File: src/rtl/key_edge_detect.sv
// Two-flop synchroniser and falling-edge detector for the four active-low
// tile push-buttons.
//
// Ports:
//   clock_i     rising-edge clock
//   reset_i     synchronous active-high reset; loads every stage with all-ones
//               (all buttons released)
//   enable_i    when low, no edges are reported (and none are remembered)
//   key_i       raw active-low buttons
//   key_sync_o  synchronised button levels
//   key_fall_o  one bit per button, high for one cycle on a 1-to-0 transition
//               of the synchronised level while enable_i is high
module key_edge_detect (
    input  logic       clock_i,
    input  logic       reset_i,
    input  logic       enable_i,
    input  logic [3:0] key_i,
    output logic [3:0] key_sync_o,
    output logic [3:0] key_fall_o
);

    logic [3:0] sync1_q;
    logic [3:0] sync2_q;
    logic [3:0] prev_q;

    always_ff @(posedge clock_i) begin
        if (reset_i) begin
            sync1_q <= 4'b1111;
            sync2_q <= 4'b1111;
            prev_q  <= 4'b1111;
        end else begin
            sync1_q <= key_i;
            sync2_q <= sync1_q;
            prev_q  <= sync2_q;
        end
    end

    // prev_q always tracks the synchronised level, so an edge that happens
    // while disabled is simply lost rather than reported later.
    always_comb begin
        key_sync_o = sync2_q;
        key_fall_o = enable_i ? (prev_q & ~sync2_q) : 4'b0000;
    end

endmodule

File: config.mk
export PLATFORM = sky130hd
export DESIGN_NAME = key_edge_detect
export DESIGN_NICKNAME = d
export VERILOG_FILES = /design/src/rtl/key_edge_detect.sv
export SDC_FILE = /design/constraint.sdc
export NUM_CORES = 1
export LEC_CHECK = 0
export CAP_MARGIN = 40
export CORE_AREA = 10 10 47 49
export CTS_CLUSTER_DIAMETER = 60
export DETAILED_ROUTE_END_ITERATION = 8
export DIE_AREA = 0 0 57 59
export DONT_BUFFER_PORTS = 1
export PLACE_DENSITY = 0.5
export SETUP_SLACK_MARGIN = 0.1
export SYNTH_ARGS = -nofsm -noshare
export SYNTH_HDL_FRONTEND = slang
export SYNTH_SLANG_ARGS = --single-unit
File: constraint.sdc
create_clock -name clock_i -period 0.8 [get_ports clock_i]
set_input_delay 0.04 -clock clock_i [delete_from_list [all_inputs] [get_ports clock_i]]
set_output_delay 0.04 -clock clock_i [all_outputs]
set_load 0.05 [all_outputs]
[Word level (Yosys, flattened, before mapping)]
Index checks and enable logic that the tools add are counted.
Operators by class
  muxes and demuxes: 1
  bitwise logic cells: 2
Operators with widths (number)
  4-bit bitwise AND: 1
  4-bit two-way mux: 1
  4-bit NOT: 1
Storage, ports and cells
  bits of input ports: 7
  output and inout port bits: 8
  logic and storage cells: 6
  flip-flop bits (word level): 12

[Depth between registers and ports, before layout]
Gate-level depths: netlist of the first run.
  depth in word-level cells: 3
  depth in mapped cells: 2

[Least setup slack after synthesis of the first run]
OpenSTA, ideal clock, no wires.
  kind: register to output
  from: reg sync2_q[0] (netlist: key_sync_o[0])
  to: out key_fall_o[0]
  data arrival time: 1044 ps
  required time: 760 ps
  cell stages (with the launch flop): 2
  path buffers: 0
  slack: -284 ps
  cell sequence: dfxtp_1 -> and3b_1
Between the ends
  word-level cells in the longest chain between the ends: 3
RTL lines
  start, declared: line 23  | logic [3:0] sync2_q;
  start signal, assigned: line 33  | sync2_q <= sync1_q;
  4-bit NOT: line 42  | key_fall_o = enable_i ? (prev_q & ~sync2_q) : 4'b0000;
  4-bit bitwise AND: line 42
  4-bit two-way mux: line 42
  end, declared: line 19  | output logic [3:0] key_fall_o
Every way passes these cells.

[Worst setup path after layout of the first run]
  from: reg sync2_q[2] (netlist: key_sync_o[2])
  to: out key_fall_o[2]
The elaborated chain is that of the path after synthesis.

==> metrics.cfg, run 1 <==
[global_routing]
grt_usage_pct=4.29
grt_pass1_vias=253
antenna_found_initial=0
grt_overflow=0
grt_max_degree=13
grt_first_pass_wirelength_um=1110

[clock_network]
clock_path_buffers=2
cts_hold_buffers=4
tritoncts=yes
clock-root-buffer=clkbuf_4
clkLatencyLatePin_ns=0.26
cts.reportedPaths.clkPinSlew_ns=0.07
h-tree-depth=1
cts_sinks=12
cts_made_buffers=3

[route]
wl_um=662
wl_per_cell_um=10.5
route.detailed.drc=0
dr.first_iter.drc_count=1
viasPerCell=3.86
ant_nets=0
drtPass1Iterations=2
vias=243

[timing]
slew_viol_final=0
worst_slew_pin_slew_ns=0.265
min_period_over_period_pct=130
fin_worst_hold_slack_ns=-0.129
setup_slack_ns=-0.244
setup_violations=10
fmax_ghz=0.958
final_hold_viol_count=12
grt_setup_unrepaired=true
timing.setup.tns_ns=-1.61
fin_skew_ns=0.000434
layout_min_cycle_time_ns=1.04
slew_headroom_pct=82.4

[layout]
mostFrequentLayoutCells=or2_1 (10), dfxtp_1 (8)
multiInputGateArea_um2=115
final_common_cell=or2_1
area_delta_synth_final_pct=70.2
postLayoutCoreUtil_pct=43.9
seq_area_um2=255
n_fill_cell=140
nets=55
insertedDiodeCount=0
drive_above_1_share_pct=53.2
layout.cells.non_filler=63
final_design_area_no_fill_um2=616

[placement]
post-place-ws_ns=0.0383
portBuffers=0
place_area_um2=460
gp_congestion=0.563
placed_cells=50

[floorplanning]
num_io_pins=15
die_x_um=57
dieHeight_um=59
core_um2=1400
die_area_um2=3360
initial_core_util_pct=25.8
rows=14

[yosys]
synth_warnings=0
ys_types=5
synth_seq_cells=12
syn_area_um2=362
postSynthNetCount=36
seq_area_frac_synth_pct=66.4
syn_inst=29
postSynthAreaPerCell_um2=12.5

[min_path]
hold_depth=1
min_path_type=in -> reg
min_delay_worst_endpoint=key_sync_o[1]
worstHoldStart=reset_i

[status]
failed_checks=hold timing, setup timing
status=complete, but fails checks

[critical_path]
worstSetupStartpointType=register
critPathSlowestCell=dfxtp_4
r2r_cells=3
path_depth=2
reg2reg_to=prev_q[1]
crit_type=reg -> out
worst_path_largest_cell_delay_ns=0.35
crit_required_ns=0.76
crit_family=flip-flops
crit_buf_inv=1
arrival_ns=1.00
crit_chain=and3b_2 > buf_12
cp_max_fo=3
reg2reg_from=key_sync_o[1]
end_kind=output port
regToRegSetupSlack_ns=-0.07

[pwr]
p_leak_nw=0.258
peakVddDrop_uv=804
power.density_nw_per_um2=1990
total_power_mw=1.22

[flow_run]
cap_violations=0

-- flip-flops by register name, summed over array words and instances (netlist names) --
signal      flops
prev_q          4
key_sync_o      4
sync1_q         4
-- routing by layer --
| layer | part of all wire, % | track usage, % | wire length [um] |
|---|---|---|---|
| met4 | 0 | 3.02 | 0 |
| met1 | 47 | 4.54 | 309 |
| met5 | 0 | 0 | 0 |
| met2 | 42 | 5.58 | 278 |
| met3 | 11 | 3.43 | 74 |
-- report_power, final --
part / total [mW] / switching (mW) / internal (mW)
registers: 0.620 / 0.00725 / 0.613
clock network: 0.459 / 0.183 / 0.276
logic: 0.142 / 0.0670 / 0.0754
total: 1.22 / 0.257 / 0.965
-- cell families after synthesis --
group / synth area share (%)
DFF: 66.4
buffers and inverters: 3.11
and+or+nand+nor: 30.4
-- how the worst max path moves through the flow --
| stage | from | endpoint | slack, ns |
|---|---|---|---|
| after detailed placement | key_sync_o[0] | key_fall_o[0] | 0.04 |
| after global placement | key_sync_o[1] | key_fall_o[1] | 0.04 |
| after CTS | key_sync_o[0] | key_fall_o[0] | -0.26 |
| after floorplan | key_sync_o[0] | key_fall_o[0] | -0.03 |
| final | key_sync_o[2] | key_fall_o[2] | -0.24 |
| after global routing | key_sync_o[0] | key_fall_o[0] | -0.28 |
-- cell type report --
type | instances | area share, %
clock buffer | 4 | 5.89
multi-input combinational | 16 | 18.7
sequential | 12 | 41.5
tap | 16 | 3.25
timing repair buffer | 15 | 30.7
-- synth_stat cells --
| cell type | instances | area, um2 |
|---|---|---|
| and3b_1 | 4 | 35.0 |
| buf_6 | 1 | 11.3 |
| or2_2 | 2 | 12.5 |
| or2_1 | 10 | 62.6 |
| dfxtp_1 | 12 | 240 |
-- what timing repair did --
item | 4_1_cts | 5_1_grt
endpoints found under the hold margin | 12 | 12
setup buffers | 3 | 2
resized for setup | 7 | 4
endpoints found under the setup margin | 8 | 11
pin swaps | 1 | 1
Power figures use the tool's default switching activity.
==> run 2, diff against run 1 <==
==> constraint.sdc (replaced) <==
create_clock -name clock_i -period 0.8 [get_ports clock_i]
set_input_delay 0.04 -clock clock_i [delete_from_list [all_inputs] [get_ports clock_i]]
set_output_delay 0.04 -clock clock_i [all_outputs]
set_load 0.1 [all_outputs]
==> metrics.cfg, run 2 (synthesis gave the netlist of run 1 again) <==
[pwr]
p_clk_share_pct=30.4  ; -7.2 points
sw_frac_of_total_pct=26.2  ; +5.2 points
p_sw_mw=0.317  ; +23%
combPwrFrac_pct=18.3  ; +6.6 points
peakVddDrop_uv=680  ; -15%
p_int_mw=0.892  ; -7.5%
p_leak_nw=0.266  ; +2.9%
power.density_nw_per_um2=1790  ; -9.8%
power.share.sequential_pct=51.3  ; +0.5 points

[clock_network]
cts.reportedPaths.clkPinSlew_ns=0.07  ; about the same
clock-root-buffer=clkbuf_4
tritoncts=yes
clock_path_buffers=2  ; unchanged
cts_made_buffers=3  ; unchanged
clkLatencyLatePin_ns=0.27  ; about the same
cts_sinks=12  ; unchanged
cts_hold_buffers=4  ; unchanged
h-tree-depth=1  ; unchanged

[timing]
grt_setup_unrepaired=true
setup_slack_ns=-0.320  ; -0.0764 ns
fmax_ghz=0.893  ; -6.8%
slew_headroom_pct=95.2  ; +13 points
slew_viol_final=0  ; unchanged
fin_skew_ns=0.00299  ; +0.00256 ns
min_period_over_period_pct=140  ; +9.5 points
layout_min_cycle_time_ns=1.12  ; +0.0764 ns
setup_violations=9  ; -1
fin_worst_hold_slack_ns=-0.133  ; -0.00409 ns
final_hold_viol_count=12  ; unchanged
worst_slew_pin_slew_ns=0.0720  ; -0.193 ns

[route]
drtPass1Iterations=1  ; -1
viasPerCell=4.08  ; +5.7%
wl_per_cell_um=11.3  ; +7.2%
wl_um=732  ; +11%
vias=265  ; +9.1%
ant_nets=0  ; unchanged
route.detailed.drc=0  ; unchanged
dr.first_iter.drc_count=0  ; -1

[critical_path]
cp_max_fo=2  ; -1
regToRegSetupSlack_ns=-0.07  ; about the same
arrival_ns=1.08  ; +0.08 ns
crit_end=key_fall_o[2]
reg2reg_from=key_sync_o[3]
end_kind=output port
worstSetupStartpointType=register
reg2reg_to=prev_q[3]
crit_required_ns=0.76  ; about the same
r2r_cells=3  ; unchanged
startpoint=key_sync_o[2]
crit_type=reg -> out

[global_routing]
grt_overflow=0  ; unchanged
grt_pass1_vias=318  ; +26%
antenna_found_initial=0  ; unchanged
grt_usage_pct=5.24  ; +0.95 points
grt_max_degree=13  ; unchanged
grt_first_pass_wirelength_um=1350  ; +22%

[placement]
post-place-ws_ns=-0.0354  ; -0.0736 ns
portBuffers=0  ; unchanged
dp_hpwl_um=520
gp_congestion=0.634  ; +13%

[layout]
insertedDiodeCount=0  ; unchanged
nets=57  ; +3.6%
mostFrequentLayoutCells=or2_1 (10), buf_12 (8), dfxtp_1 (8)
final_common_cell=or2_1
area_delta_synth_final_pct=86.9
drive_above_1_share_pct=53.1  ; -0.13 points

[floorplanning]
rows=14  ; unchanged
core_um2=1400  ; unchanged
die_x_um=57  ; unchanged
initial_core_util_pct=25.8  ; unchanged
die_area_um2=3360  ; unchanged
dieHeight_um=59  ; unchanged
num_io_pins=15  ; unchanged

[status]
status=complete, but fails checks
failed_checks=hold timing, setup timing

[min_path]
worstHoldStart=reset_i
min_path_type=in -> reg

[flow_run]
cap_violations=0  ; unchanged

-- run 2: cell types whose count changed in the layout (fill, tap and decap cells not counted) --
cell,delta
and3b_4,+4
buf_12,+6
clkbuf_8,-1
buf_8,-4
clkinv_1,+1
and3b_2,-4
-- run 2: power groups by stage --
| stage | registers (mW) | clock network [mW] | logic (mW) |
|---|---|---|---|
| final | 0.621 | 0.368 | 0.221 |
| after floorplan | 0.693 | 0 | 0.0724 |
| after detailed placement | 0.635 | 0 | 0.164 |
| after global placement | 0.634 | 0 | 0.163 |
| after CTS | 0.621 | 0.392 | 0.219 |
| after global routing | 0.624 | 0.420 | 0.231 |
-- run 2: cell type report --
type                            instances  area [um2]
Tap cell                               16        20.0
Timing Repair Buffer                   17         249
Clock buffer                            3        22.5
Clock inverter                          1        3.75
Sequential cell                        12         255
Fill cell                             142         726
Multi-Input combinational cell         16         125
-- run 2: metal layers --
| metal | track usage [%] | part of all wire (%) |
|---|---|---|
| met3 | 3.43 | 14 |
| met4 | 5.03 | 0.55 |
| met2 | 7.60 | 47 |
| met1 | 4.89 | 38 |
| met5 | 0 | 0 |
-- run 2: what timing repair did --
| action | 4_1_cts | 5_1_grt |
|---|---|---|
| endpoints found under the setup margin | 8 | 12 |
| buffers inserted | 4 | 2 |
| endpoints found under the hold margin | 12 | 12 |
| pin swaps | 2 | 2 |
| gates resized for setup | 14 | 2 |
-- run 2: worst max-delay path, stage by stage (launching register included) --
cell     delay, ns
dfxtp_4       0.35
and3b_4       0.30
buf_12        0.17
-- run 2: worst min-delay path by stage --
stage	endpoint	cells after the start
after floorplan	sync1_q[0]	1
after global placement	sync1_q[1]	1
after detailed placement	sync1_q[1]	1
after CTS	sync1_q[1]	1
after global routing	prev_q[1]	1
final	prev_q[1]	1
-- run 2: metrics by stage --
stage | total power [mW] | std cells | instance area, um2 | utilization (%) | TNS, ns
after floorplan | 0.765 | 29 | 392 | - | -0.884
after global placement | 0.797 | 52 | 510 | 36.4 | -0.101
after detailed placement | 0.799 | 52 | 510 | 36.4 | -0.119
after CTS | 1.23 | 64 | 664 | 47.4 | -1.92
after global routing | 1.27 | 65 | 676 | 48.2 | -2.30
final | 1.21 | 65 | 676 | 48.2 | -1.96
==> run 3, diff against run 2 <==
--- a/config.mk
+++ b/config.mk
@@ -5,13 +5,15 @@
 export SDC_FILE = /design/constraint.sdc
 export NUM_CORES = 1
 export LEC_CHECK = 0
-export CAP_MARGIN = 40
+export CAP_MARGIN = 10
+export CELL_PAD_IN_SITES_DETAIL_PLACEMENT = 0
+export CELL_PAD_IN_SITES_GLOBAL_PLACEMENT = 1
 export CORE_AREA = 10 10 47 49
 export CTS_CLUSTER_DIAMETER = 60
 export DETAILED_ROUTE_END_ITERATION = 8
 export DIE_AREA = 0 0 57 59
 export DONT_BUFFER_PORTS = 1
-export PLACE_DENSITY = 0.5
+export PLACE_DENSITY = 0.57
 export SETUP_SLACK_MARGIN = 0.1
 export SYNTH_ARGS = -nofsm -noshare
 export SYNTH_HDL_FRONTEND = slang
==> constraint.sdc (replaced) <==
create_clock -name clock_i -period 1.3 [get_ports clock_i]
set_input_delay 0.065 -clock clock_i [delete_from_list [all_inputs] [get_ports clock_i]]
set_output_delay 0.065 -clock clock_i [all_outputs]
set_load 0.1 [all_outputs]
==> metrics.cfg, run 3 (synthesis gave the netlist of run 1 again) <==
[route]
route.detailed.drc=0  ; unchanged
vias=245  ; -7.5%
ant_nets=0  ; unchanged
drtPass1Iterations=1  ; unchanged
wl_um=655  ; -11%
dr.first_iter.drc_count=0  ; unchanged
viasPerCell=3.89  ; -4.6%
wl_per_cell_um=10.4  ; -7.7%

[timing]
final_hold_viol_count=0  ; -12
min_period_over_period_pct=89.6
worst_slew_pin_slew_ns=0.281  ; +0.209 ns
layout_min_cycle_time_ns=1.17
setup_violations=0  ; -9
fin_worst_hold_slack_ns=0.406  ; +0.540 ns
slew_viol_final=0  ; unchanged
slew_headroom_pct=81.4  ; -14 points
timing.setup.tns_ns=0  ; +1.96 ns
fin_skew_ns=0.00215  ; -0.000847 ns
grt_setup_unrepaired=false
fmax_ghz=0.858
setup_slack_ns=0.135  ; +0.455 ns

[floorplanning]
rows=14  ; unchanged
die_area_um2=3360  ; unchanged
num_io_pins=15  ; unchanged
core_um2=1400  ; unchanged
initial_core_util_pct=25.8  ; unchanged
die_x_um=57  ; unchanged
dieHeight_um=59  ; unchanged

[critical_path]
cp_max_fo=1  ; -1
reg2reg_from=sync1_q[3]
crit_required_ns=1.46  ; +0.70 ns
worstSetupStartpointType=primary input
regToRegSetupSlack_ns=0.64  ; +0.71 ns
crit_type=in -> reg
reg2reg_to=key_sync_o[3]
arrival_ns=1.32  ; +0.24 ns
end_kind=register
r2r_cells=1  ; -2

[min_path]
hold_depth=1  ; unchanged
min_delay_worst_endpoint=key_sync_o[2]
worstHoldStart=sync1_q[2]
min_path_type=reg -> reg

[layout]
layout.cells.non_filler=63  ; -3.1%
area_delta_synth_final_pct=65.1
nets=55  ; -3.5%
postLayoutCoreUtil_pct=42.6  ; -5.6 points
insertedDiodeCount=0  ; unchanged
multiInputGateArea_um2=115  ; -8.0%
drive_above_1_share_pct=46.8  ; -6.3 points
mostFrequentLayoutCells=or2_1 (10), dfxtp_1 (8), dlygate4sd3_1 (7)
seq_area_um2=245  ; -3.9%
final_common_cell=or2_1
n_fill_cell=147  ; +3.5%

[pwr]
combPwrFrac_pct=14.7  ; -3.6 points
sw_frac_of_total_pct=24.3  ; -2.0 points
p_int_mw=0.596  ; -33%
p_sw_mw=0.191  ; -40%
p_clk_share_pct=36.1  ; +5.7 points
power.share.sequential_pct=49.3  ; -2.0 points
p_leak_nw=0.244  ; -8.2%
power.density_nw_per_um2=1320  ; -26%
peakVddDrop_uv=487  ; -28%

[global_routing]
use_met2_pct=8.06  ; +0.47 points
grt_first_pass_wirelength_um=1170  ; -14%
grt_max_degree=11  ; -2
antenna_found_initial=0  ; unchanged
grt_use_met1_pct=3.34  ; -1.5 points
grt_pass1_vias=287  ; -9.7%
grt_overflow=0  ; unchanged
busiest_layer=met2
grt_usage_pct=4.80  ; -0.43 points
grt.met3_usage_pct=2.79  ; -0.64 points

[clock_network]
cts_made_buffers=3  ; unchanged
clkLatencyLatePin_ns=0.27  ; about the same
clock_path_buffers=2  ; unchanged
cts_resized=0  ; -14
clock-root-buffer=clkbuf_4
h-tree-depth=1  ; unchanged
cts.reportedPaths.clkPinSlew_ns=0.07  ; about the same
post_cts_buffers=0  ; -4
tritoncts=yes
cts_sinks=12  ; unchanged

[placement]
placed_cells=52  ; unchanged
portBuffers=0  ; unchanged
gp_congestion=0.604  ; -4.7%
post-place-ws_ns=0.506  ; +0.541 ns

[status]
status=complete, no violations

[flow_run]
cap_violations=0  ; unchanged

[run 3: metrics by stage]
stage | power [mW] | instance area [um2]
after global placement | 0.493 | 490
after detailed placement | 0.494 | 490
final | 0.786 | 597
after CTS | 0.805 | 597
after floorplan | 0.474 | 372
after global routing | 0.825 | 597
[run 3: power groups by stage]
| stage | clock (mW) | combinational (mW) | sequential, mW |
|---|---|---|---|
| final | 0.284 | 0.115 | 0.387 |
| after global routing | 0.315 | 0.121 | 0.390 |
| after CTS | 0.301 | 0.117 | 0.388 |
| after detailed placement | 0 | 0.0980 | 0.396 |
| after global placement | 0 | 0.0973 | 0.395 |
| after floorplan | 0 | 0.0419 | 0.432 |
[run 3: metal layers]
| metal | share of wire (%) | vias to the layer above | routed length, um |
|---|---|---|---|
| met5 | 0 | - | 0 |
| met4 | 0 | 0 | 0 |
| met3 | 10 | 0 | 67 |
| met2 | 51 | 11 | 332 |
| met1 | 39 | 109 | 254 |
| li1 | - | 125 | - |
[run 3: what timing repair did]
item | CTS | global route
hold endpoints to repair | 12 | 1
hold buffers | 7 | 1
setup endpoints to repair | 0 | 1
[run 3: worst max path at each step]
stage,cells past startpoint,from,endpoint
detailed placement,2,key_sync_o[1],key_fall_o[1]
global route,3,key_i[0],sync1_q[0]
global placement,2,key_sync_o[0],key_fall_o[0]
CTS,3,key_i[0],sync1_q[0]
finish,3,key_i[0],sync1_q[0]
floorplan,1,key_sync_o[0],key_fall_o[0]
[run 3: final cells by class]
type,count,share of cell area [%]
well taps,16,3.35
repair buffers,15,30.2
clock buffers,4,6.08
flip-flops and latches,12,41.1
multi-input cells,16,19.3
[run 3: critical path, stage by stage]
cell           delay, ns
dlygate4sd3_1       0.52
or2_1               0.19
dlygate4sd3_1       0.54
